**config.mk**
```make
export PLATFORM = sky130hd
export DESIGN_NAME = mul_div_unit
export DESIGN_NICKNAME = d
export VERILOG_FILES = /design/src/rtl/mdu_pkg.sv /design/src/rtl/mdu_div_step.sv /design/src/rtl/mul_div_unit.sv
export SDC_FILE = /design/constraint.sdc
export NUM_CORES = 1
export LEC_CHECK = 0
export BUFFER_PORTS_ARGS = -buffer_cell sky130_fd_sc_hd__buf_2
export CAP_MARGIN = 25
export CELL_PAD_IN_SITES_DETAIL_PLACEMENT = 0
export CELL_PAD_IN_SITES_GLOBAL_PLACEMENT = 1
export CORE_ASPECT_RATIO = 1.4
export CORE_MARGIN = 1.5
export CORE_UTILIZATION = 46
export DETAILED_ROUTE_END_ITERATION = 10
export GPL_TIMING_DRIVEN = 0
export PLACE_DENSITY_LB_ADDON = 0.1
export REMOVE_ABC_BUFFERS = 1
export SLEW_MARGIN = 40
export SYNTH_ARGS = -nofsm -noshare
export SYNTH_HDL_FRONTEND = slang
export SYNTH_SLANG_ARGS = --single-unit
```
**constraint.sdc**
```tcl
create_clock -name clk_i -period 6.4 [get_ports clk_i]
set_input_delay 0 -clock clk_i [delete_from_list [all_inputs] [get_ports clk_i]]
set_output_delay 0 -clock clk_i [all_outputs]
set_load 0.005 [all_outputs]
```
**src/rtl/mdu_pkg.sv**
```systemverilog
// mdu_pkg: shared definitions for the iterative multiply/divide unit.
//   - mdu_op_e    : encoding of the op_i select (MULT, MULTU, DIV, DIVU)
//   - mdu_state_e : control FSM states
//   - MDU_WIDTH   : default operand width (also the iteration count)
//   - helpers     : decode of the signed / divide attributes of an op
package mdu_pkg;

  localparam int MDU_WIDTH = 32;

  typedef enum logic [1:0] {
    MDU_MULT  = 2'd0,
    MDU_MULTU = 2'd1,
    MDU_DIV   = 2'd2,
    MDU_DIVU  = 2'd3
  } mdu_op_e;

  typedef enum logic [1:0] {
    IDLE = 2'd0,
    RUN  = 2'd1,
    DONE = 2'd2
  } mdu_state_e;

  function automatic logic op_is_signed(input mdu_op_e op);
    return (op == MDU_MULT) || (op == MDU_DIV);
  endfunction

  function automatic logic op_is_div(input mdu_op_e op);
    return (op == MDU_DIV) || (op == MDU_DIVU);
  endfunction

endpackage

```
**src/rtl/mdu_div_step.sv**
```systemverilog
// mdu_div_step: one combinational restoring-division iteration.
// Ports:
//   rem_quot_in  in  2*WIDTH  {partial remainder, remaining dividend / quotient bits}
//   divisor      in  WIDTH    divisor magnitude
//   rem_quot_out out 2*WIDTH  {next remainder, quotient with new bit shifted in}
// The dividend bits are consumed from the top of the low half while quotient
// bits enter at the bottom, so the low half is shared by both.
module mdu_div_step
  import mdu_pkg::*;
#(
  parameter int WIDTH = MDU_WIDTH
) (
  input  logic [2*WIDTH-1:0] rem_quot_in,
  input  logic [WIDTH-1:0]   divisor,
  output logic [2*WIDTH-1:0] rem_quot_out
);

  logic [WIDTH:0]   rem_shift;
  logic [WIDTH-1:0] diff;
  logic             take;

  always_comb begin
    rem_shift = {rem_quot_in[2*WIDTH-1:WIDTH], rem_quot_in[WIDTH-1]};
    take      = (rem_shift >= {1'b0, divisor});
    // When take is set the true difference is below divisor, so the low
    // WIDTH bits of a modulo-2^WIDTH subtraction are exact.
    diff      = rem_shift[WIDTH-1:0] - divisor;
    if (take) begin
      rem_quot_out = {diff, rem_quot_in[WIDTH-2:0], 1'b1};
    end else begin
      rem_quot_out = {rem_shift[WIDTH-1:0], rem_quot_in[WIDTH-2:0], 1'b0};
    end
  end

endmodule

```
**src/rtl/mul_div_unit.sv**
```systemverilog
// mul_div_unit: iterative MULT/MULTU/DIV/DIVU unit owning the HI/LO registers.
// Ports:
//   clk_i, rst_i (async, active-low)
//   start_i, op_i, src1_i, src2_i : launch an operation (IDLE or DONE only)
//   hi_we_i, lo_we_i              : MTHI/MTLO writes of src1_i (IDLE or DONE only)
//   abort_i                       : cancel an operation in RUN
//   busy_o, done_o, div_zero_o    : status (all registered)
//   hi_o, lo_o                    : architectural HI/LO
// One iteration per cycle for WIDTH cycles over a shared 2*WIDTH accumulator
// holding the product (multiply) or {remainder, quotient} (divide).
module mul_div_unit
  import mdu_pkg::*;
#(
  parameter int WIDTH = MDU_WIDTH
) (
  input  logic             clk_i,
  input  logic             rst_i,
  input  logic             start_i,
  input  logic [1:0]       op_i,
  input  logic [WIDTH-1:0] src1_i,
  input  logic [WIDTH-1:0] src2_i,
  input  logic             hi_we_i,
  input  logic             lo_we_i,
  input  logic             abort_i,
  output logic             busy_o,
  output logic             done_o,
  output logic             div_zero_o,
  output logic [WIDTH-1:0] hi_o,
  output logic [WIDTH-1:0] lo_o
);

  localparam int CW = $clog2(WIDTH);

  mdu_state_e         state_reg, state_next;
  mdu_op_e            op_reg;
  logic [CW-1:0]      count_reg;
  logic [2*WIDTH-1:0] acc_reg;
  logic [WIDTH-1:0]   opnd_reg;      // multiplicand or divisor magnitude
  logic               neg_a_reg, neg_b_reg, div_zero_reg;
  logic               div_zero_out_reg;
  logic [WIDTH-1:0]   hi_reg, lo_reg;

  mdu_op_e            op_in;
  logic               accept, last;
  logic               neg_a_in, neg_b_in;
  logic [WIDTH-1:0]   mag_a_in, mag_b_in;
  logic [WIDTH:0]     mul_sum;
  logic [2*WIDTH-1:0] mul_acc, div_acc, step_acc, prod;
  logic [WIDTH-1:0]   quot, rem, res_hi, res_lo;

  mdu_div_step #(.WIDTH(WIDTH)) u_div_step (
    .rem_quot_in  (acc_reg),
    .divisor      (opnd_reg),
    .rem_quot_out (div_acc)
  );

  // Launch-time decode: signed ops work on magnitudes; |MIN| == MIN as unsigned.
  always_comb begin
    op_in    = mdu_op_e'(op_i);
    accept   = start_i && (state_reg != RUN);
    last     = (count_reg == CW'(WIDTH - 1));
    neg_a_in = op_is_signed(op_in) && src1_i[WIDTH-1];
    neg_b_in = op_is_signed(op_in) && src2_i[WIDTH-1];
    mag_a_in = neg_a_in ? -src1_i : src1_i;
    mag_b_in = neg_b_in ? -src2_i : src2_i;
  end

  // Shift-add multiply: conditionally add the multiplicand to the upper half,
  // then shift the whole accumulator right, keeping the carry-out.
  always_comb begin
    mul_sum  = {1'b0, acc_reg[2*WIDTH-1:WIDTH]} + {1'b0, opnd_reg & {WIDTH{acc_reg[0]}}};
    mul_acc  = {mul_sum, acc_reg[WIDTH-1:1]};
    step_acc = op_is_div(op_reg) ? div_acc : mul_acc;

    // Sign fix-up on the final step result. Sign flags are only ever set for
    // signed ops, so unsigned ops pass through untouched.
    prod = (neg_a_reg ^ neg_b_reg) ? -step_acc : step_acc;
    quot = step_acc[WIDTH-1:0];
    rem  = step_acc[2*WIDTH-1:WIDTH];
    if (op_is_div(op_reg)) begin
      // With a zero divisor the restoring loop leaves the dividend magnitude
      // in the remainder, so the normal remainder fix-up restores src1 as given.
      res_lo = div_zero_reg ? '1 : ((neg_a_reg ^ neg_b_reg) ? -quot : quot);
      res_hi = neg_a_reg ? -rem : rem;
    end else begin
      res_lo = prod[WIDTH-1:0];
      res_hi = prod[2*WIDTH-1:WIDTH];
    end
  end

  always_comb begin
    state_next = state_reg;
    case (state_reg)
      IDLE: if (start_i) state_next = RUN;
      RUN: begin
        if (abort_i)   state_next = IDLE;
        else if (last) state_next = DONE;
      end
      DONE:    state_next = start_i ? RUN : IDLE;
      default: state_next = IDLE;
    endcase
  end

  always_ff @(posedge clk_i or negedge rst_i) begin
    if (!rst_i) begin
      state_reg <= IDLE;
    end else begin
      state_reg <= state_next;
    end
  end

  always_ff @(posedge clk_i or negedge rst_i) begin
    if (!rst_i) begin
      op_reg           <= MDU_MULT;
      count_reg        <= '0;
      acc_reg          <= '0;
      opnd_reg         <= '0;
      neg_a_reg        <= 1'b0;
      neg_b_reg        <= 1'b0;
      div_zero_reg     <= 1'b0;
      div_zero_out_reg <= 1'b0;
      hi_reg           <= '0;
      lo_reg           <= '0;
    end else begin
      div_zero_out_reg <= 1'b0;
      if (accept) begin
        // Start wins over a simultaneous MTHI/MTLO.
        op_reg       <= op_in;
        count_reg    <= '0;
        neg_a_reg    <= neg_a_in;
        neg_b_reg    <= neg_b_in;
        div_zero_reg <= op_is_div(op_in) && (src2_i == '0);
        opnd_reg     <= op_is_div(op_in) ? mag_b_in : mag_a_in;
        acc_reg      <= {{WIDTH{1'b0}}, (op_is_div(op_in) ? mag_a_in : mag_b_in)};
      end else if (state_reg == RUN) begin
        if (!abort_i) begin
          count_reg <= count_reg + CW'(1);
          acc_reg   <= step_acc;
          if (last) begin
            hi_reg           <= res_hi;
            lo_reg           <= res_lo;
            div_zero_out_reg <= div_zero_reg;
          end
        end
      end else begin
        if (hi_we_i) hi_reg <= src1_i;
        if (lo_we_i) lo_reg <= src1_i;
      end
    end
  end

  assign busy_o     = (state_reg == RUN);
  assign done_o     = (state_reg == DONE);
  assign div_zero_o = div_zero_out_reg;
  assign hi_o       = hi_reg;
  assign lo_o       = lo_reg;

endmodule

```
==> results of run 1 <==
-- stage by stage --
stage / hold slack (ns) / cell area (µm²) / setup TNS [ns] / total power [W] / setup WS, ns
finish: 0.01646 / 18240 / 0 / 0.008741 / 0.3214
detailed placement: -0.05136 / 17110 / -0.2007 / 0.007403 / -0.1277
global route: 0.02944 / 18240 / 0 / 0.009382 / 0.05175
floorplan: -0.2956 / 15280 / -23.17 / 0.005590 / -1.166
global placement: 0.3107 / 16530 / -621.07 / 0.007302 / -6.602
CTS: 0.002928 / 18190 / 0 / 0.008626 / 0.03088
-- metal layers --
metal  part of all wire (%)  global-route usage, %  up-vias
met2                     49                  57.70      580
met4                    4.3                  14.64        4
met3                    5.1                  3.509      142
met5                  0.040                      0        -
met1                     42                  42.49     7873
li1                       -                      -     7779
-- placed cells by master, fill, tap and decap left out, types with 11 or more instances in the layout --
cell,count
inv_1,74
o31ai_1,11
nor4_1,17
and2_1,37
dlygate4sd3_1,47
clkbuf_16,17
nor2_1,174
o211ai_1,60
nor2b_1,13
a31oi_1,14
a21o_1,15
and3_1,16
dfrtp_1,170
o21ai_0,248
o21a_1,11
nor3_1,43
buf_2,137
nand3_1,36
or3_1,17
a21oi_1,197
mux2i_1,44
ha_1,70
nand4_1,22
xor2_1,69
xnor2_1,94
a211oi_1,13
nand2_1,262
o22ai_1,39
-- where the power goes --
group	total [W]	switching [W]	internal (W)	leakage [nW]
combinational	0.00577	0.00367	0.00209	5.28
sequential	0.00185	0.000411	0.00144	2.15
clock	0.00113	0.000536	0.000592	0.286
-- kinds of logic (layout without fill, tap and decap cells) --
logic type               count (synthesis)  count (layout)
AO/OA/AOI/OAI                          725             725
AND/OR/NAND/NOR                        708             709
flip-flops                             172             172
buffers and inverters                  208             315
multiplexers                            50              50
adder cells (fa/ha/maj)                 72              72
XOR/XNOR                               165             165
-- repair_timing --
action,CTS,global route
pin swaps,1,0
endpoints found under the setup margin,3,6
resized for setup,0,4
hold buffers,47,0
gates cloned,1,0
hold endpoints to repair,244,0
-- layout make-up --
cell class                      instances  area, µm²  area share, %
Multi-Input combinational cell       1721      10870          59.59
Sequential cell                       172       4309          23.63
Timing Repair Buffer                  206       1598          8.760
Tap cell                              451      564.3          3.094
Clock buffer                           17      425.4          2.332
Inverter                               77      292.8          1.605
Clock inverter                         15      181.4         0.9947
-- worst min path at each step --
stage | startpoint | endpoint | cells past startpoint | slack, ns
after floorplan | rst_i | acc_reg[0]$_DFFE_PN0P_ | 0 | -0.30
after global placement | start_i | state_reg[0]$_DFFE_PN0P_ | 3 | 0.31
after detailed placement | rst_i | acc_reg[6]$_DFFE_PN0P_ | 1 | -0.05
after CTS | src2_i[11] | opnd_reg[11]$_DFFE_PN0P_ | 4 | 0.003
after global routing | src1_i[1] | hi_o[1]$_DFFE_PN0P_ | 3 | 0.03
final | src1_i[0] | hi_o[0]$_DFFE_PN0P_ | 3 | 0.02
-- worst max-delay path, stage by stage, from the launching register on --
cell and delay [ns]:
dfrtp_1 0.46, ha_1 0.45, a21oi_2 0.23, o21ai_1 0.13
a211oi_2 0.41, a32oi_2 0.24, buf_4 0.25, nor2_4 0.42
mux2_2 0.43, a21oi_1 0.21, ha_1 0.39, inv_1 0.20
a2111oi_1 0.44, and4b_1 0.37, nand4_1 0.27, nor3b_2 0.37
a41oi_1 0.18, xor2_1 0.19, a221o_1 0.31
==> results.yml, run 1 <==
grt:
  first_global_vias: 15940
  grt_start_max_net_pins: 90
  track_usage_pct: 33.55
  antenna_found_initial: 2
  grt_pass1_wl_um: 92450
  grt_overflow: 0
worst_setup_path:
  cp-endpoint: "hi_o[22]$_DFFE_PN0P_"
  rr_startpoint: "acc_reg[53]$_DFFE_PN0P_"
  cp-end-kind: "register"
  worstReg2RegEnd: "hi_o[22]$_DFFE_PN0P_"
  crit_arrival_ns: 6.42
  required_ns: 6.75
  reg2regPathDepth: 18
  r2r_setup_slack_ns: 0.32
  path_max_fanout: 13
  worstSetupStartpointType: "register"
  critical_path_class: "reg2reg"
  crit_start: "acc_reg[53]$_DFFE_PN0P_"
synthesis:
  synth.largest_area_cell: "dfrtp_1"
  synthCells: 2100
  avgSynthCellArea_um2: 7.533
  ys_ff_latch: 172
  synth_common_cells: "264 x nand2_1, 249 x o21ai_0, 199 x a21oi_1, 178 x nor2_1, 172 x dfrtp_1"
  synth_edf_count: 0
  synth_area_leaders: "dfrtp_1 27%, o21ai_0 7.9%, a21oi_1 6.3%"
  synth.top_cell.area_share_pct: 27.21
  synthAdderAreaFrac_pct: 5.789
  yosys-mux-area-fraction_pct: 3.235
  synth_compound_area_share_pct: 28.16
  synth_seq_area_share_pct: 27.21
  syn_area_um2: 15820
  ys_async_sr_fraction_pct: 100.0
  yosysWarnings: 0
  synth_top_family_by_area: "compound AO/OA/AOI/OAI gates"
  synth_top_flop_cell: "dfrtp_1"
  yosys.area_share.simple_pct: 21.24
  synth-xor-area-share_pct: 9.135
  synthDistinctLibCells: 89
  synth.most_common_cell: "nand2_1"
clocking:
  worstSkewPairLatency_ns: 0.47
  clkTransAtPathRegs_ns: 0.07
  cts_tree: "done"
  numCtsBuffers: 17
  post_cts.repair.setup_buffers: 0
  htreeDepth: 4
  cts_sinks: 172
  cts_max_path_buffers: 2
  cts_root_buf: "clkbuf_16"
cells_and_area:
  stdcell_count: 2659
  largest_reg_flops: 64
  drive_above_1_share_pct: 12.09
  nFillCells: 3321
  layout.nets: 2339
  final_core_utilization_pct: 53.75
  antenna_cells: 0
  areaGrowthSynthToFinish_pct: 15.29
power_and_ir_drop:
  p_leak_nw: 7.714
  ir_drop_mv: 0.2786
  power_density_nw_per_um2: 479.3
floorplan:
  die_x_um: 159.7
  die_area_um2: 35530
  die_y_um: 222.4
  coreArea_um2: 33930
  rows: 80
  ios: 139
  start_util_pct: 46.62
timing:
  period_share_pct: 94.98
  grt_setup_unrepaired: "no"
  drv_slew: 0
  finalSetupViolations: 0
  slew_headroom_pct: 42.45
  finalClockSkew_ns: 0.01285
  min_period_ns: 6.079
  hold_viol: 0
  fmax_ghz: 0.1645
  tightest_slew_ns: 0.8593
min_path:
  hold_class: "in2reg"
detailed_routing:
  drt_iter0_drc: 1238
  drc: 0
  final_antenna_net_count: 0
  wl_per_cell_um: 22.30
  viasPerCell: 6.159
  via_count: 16380
  wl_um: 59310
  drtPass1Iterations: 7
place:
  placedCellCount: 2578
  place.gp.congestion: 0.9473
  hpwlAfterDp_um: 45390
  numPortBuffers: 138
job:
  cap_violations: 0
status:
  outcome: "finished, final reports clean"
Note: power is estimated with default switching activity, not from simulation.
==> run 2: changes to the inputs <==
--- a/config.mk
+++ b/config.mk
@@ -13,3 +13,3 @@
 export CORE_MARGIN = 1.5
-export CORE_UTILIZATION = 46
+export CORE_UTILIZATION = 49
 export DETAILED_ROUTE_END_ITERATION = 10
@@ -18,2 +18,3 @@
 export REMOVE_ABC_BUFFERS = 1
+export SETUP_SLACK_MARGIN = 0.5
 export SLEW_MARGIN = 40
==> constraint.sdc (replaced) <==
create_clock -name clk_i -period 7.2 [get_ports clk_i]
set_input_delay 0 -clock clk_i [delete_from_list [all_inputs] [get_ports clk_i]]
set_output_delay 0 -clock clk_i [all_outputs]
set_load 0.01 [all_outputs]
==> results.yml, run 2 (same netlist as run 1, synthesis figures left out) <==
status:
  outcome: "finished, final reports clean"
floorplan:
  die_x_um: 154.9
  coreArea_um2: 31700
  ios: 139
  start_util_pct: 49.91
  die_area_um2: 33390
  rows: 77
  die_y_um: 215.6
power_and_ir_drop:
  ir_drop_mv: 0.2696
  finalPower_w: 0.007834
  p_leak_nw: 7.687
  power.share.clock_pct: 13.2
  switching_share_pct: 52.81
  pwr-share-comb_pct: 65.8
  switchingPower_w: 0.004137
  pwr-share-seq_pct: 21.0
  p_int_w: 0.003696
  power_density_nw_per_um2: 432.7
cells_and_area:
  largest_reg_flops: 64
  layout_commonest_cell: "nand2_1"
  stdcell_count: 2598
  nFillCells: 3041
  final_core_utilization_pct: 57.12
  layout.nets: 2334
  areaGrowthSynthToFinish_pct: 14.44
  final_cell_mix: "262 x nand2_1, 248 x o21ai_0, 197 x a21oi_1"
  antenna_cells: 0
  final_area_um2: 18100
  drive_above_1_share_pct: 11.98
timing:
  fmax_ghz: 0.1559
  drv_slew: 0
  hold_viol: 0
  min_period_ns: 6.416
  finalClockSkew_ns: 0.01423
  slew_headroom_pct: 37.46
  tightest_slew_ns: 0.9371
  period_share_pct: 89.11
  finalSetupViolations: 0
  grt_setup_unrepaired: "no"
worst_setup_path:
  path_buf_inv: 1
  critical_path_class: "reg2reg"
  required_ns: 7.57
  slowest_stage: "a221oi_1"
  worstSetupStartpointType: "register"
  crit_arrival_ns: 6.79
  path_max_fanout: 13
  cp_top_family: "compound AO/OA/AOI/OAI gates"
  cpMostUsedCell: "a21oi_1"
  max_stage_delay_ns: 0.63
  path_cells: "ha_1 > a21oi_1 > o21ai_1 > a221oi_1 > a21boi_4 > nor2_4 > mux2_2 > a21oi_1 > ha_1 > inv_1 > a2111oi_0 > and4b_1 > nand4_1 > nor3b_1 > a21oi_1 > xnor2_1 > mux2i_1 > o21ai_0"
  cp-end-kind: "register"
detailed_routing:
  via_count: 16250
  viasPerCell: 6.253
  drtPass1Iterations: 5
  final_antenna_net_count: 0
  wl_um: 58120
  drt_iter0_drc: 1341
  drc: 0
  wl_per_cell_um: 22.37
min_path:
  hold_class: "in2reg"
clocking:
  clkTransAtPathRegs_ns: 0.08
  worstSkewPairLatency_ns: 0.46
  numCtsBuffers: 17
  cts_max_path_buffers: 2
  cts_sinks: 172
  post_cts.repair.setup_buffers: 0
  cts_tree: "done"
  htreeDepth: 4
  cts_root_buf: "clkbuf_16"
grt:
  first_global_vias: 15670
  grt_pass1_wl_um: 90360
  antenna_found_initial: 1
  track_usage_pct: 35.03
  grt_overflow: 0
  grt_start_max_net_pins: 91
place:
  hpwlAfterDp_um: 44390
  numPortBuffers: 138
  place.gp.congestion: 0.9584
  placedCellCount: 2523
  dpl_cell_area_um2: 17020
job:
  cap_violations: 0
==> run 2: cell types whose count changed in the layout (fill, tap and decap cells not counted), sizes merged <==
cell,delta
dlygate4sd3,-5
inv,-3
clkbuf,+2
clkinv,+2
clkinvlp,-2
bufinv,+1
==> run 2: power groups by stage <==
| stage | Combinational, W | Sequential, W | Clock [W] |
|---|---|---|---|
| floorplan | 0.00341 | 0.00161 | 0 |
| global placement | 0.00485 | 0.00168 | 0 |
| detailed placement | 0.00497 | 0.00164 | 0 |
| CTS | 0.00502 | 0.00163 | 0.00104 |
| global route | 0.00560 | 0.00168 | 0.00108 |
| finish | 0.00515 | 0.00164 | 0.00104 |
==> run 2: per-stage QoR <==
step                hold slack (ns)  TNS, ns  worst slack (ns)
floorplan                   -0.2956   -1.075           -0.3663
global placement             0.3100  -480.90            -5.502
detailed placement         -0.04516        0            0.7964
CTS                       0.0007199        0            0.7702
global route                0.01388        0            0.5339
finish                      0.01469        0            0.7839
==> run 2: worst paths after layout <==
path	to	slack, ns	cells after the start	start
max	hi_o[16]$_DFFE_PN0P_	0.78	18	acc_reg[39]$_DFFE_PN0P_
min	acc_reg[18]$_DFFE_PN0P_	0.01	4	src2_i[18]
max reg2reg	hi_o[16]$_DFFE_PN0P_	0.78	18	acc_reg[39]$_DFFE_PN0P_
min reg2reg	lo_o[0]$_DFFE_PN0P_	0.48	2	lo_o[0]$_DFFE_PN0P_
max in group asynchronous	opnd_reg[22]$_DFFE_PN0P_	6.10	4	rst_i
min in group asynchronous	lo_o[5]$_DFFE_PN0P_	0.05	2	rst_i
==> run 2: cell type report <==
class | count | area, µm² | area share [%]
Multi-Input combinational cell | 1721 | 10860 | 59.96
Clock inverter | 13 | 180.2 | 0.9952
Timing Repair Buffer | 201 | 1520 | 8.397
Sequential cell | 172 | 4309 | 23.80
Tap cell | 395 | 494.2 | 2.730
Clock buffer | 19 | 452.9 | 2.502
Inverter | 77 | 292.8 | 1.617
==> run 2: worst reg2reg max path: stages (launching register included) <==
cell       delay, ns
dfrtp_1         0.44
ha_1            0.42
a21oi_1         0.22
o21ai_1         0.20
a221oi_1        0.63
a21boi_4        0.27
nor2_4          0.49
mux2_2          0.43
a21oi_1         0.26
ha_1            0.42
inv_1           0.20
a2111oi_0       0.42
and4b_1         0.37
nand4_1         0.26
nor3b_1         0.47
a21oi_1         0.15
xnor2_1         0.36
mux2i_1         0.14
o21ai_0         0.17
==> run 2: what timing repair did <==
| action | 4_1_cts | 5_1_grt |
|---|---|---|
| endpoints found under the hold margin | 170 | 0 |
| hold buffers | 42 | 0 |
| resized for setup | 0 | 2 |
| setup endpoints to repair | 0 | 3 |
==> run 2: metal layers <==
| layer | vias up | global-route usage, % | part of all wire [%] |
|---|---|---|---|
| met5 | - | 0 | 0.022 |
| met1 | 7806 | 45.50 | 42 |
| met2 | 572 | 58.37 | 48 |
| li1 | 7736 | - | - |
| met3 | 129 | 3.373 | 4.8 |
| met4 | 2 | 16.70 | 4.8 |
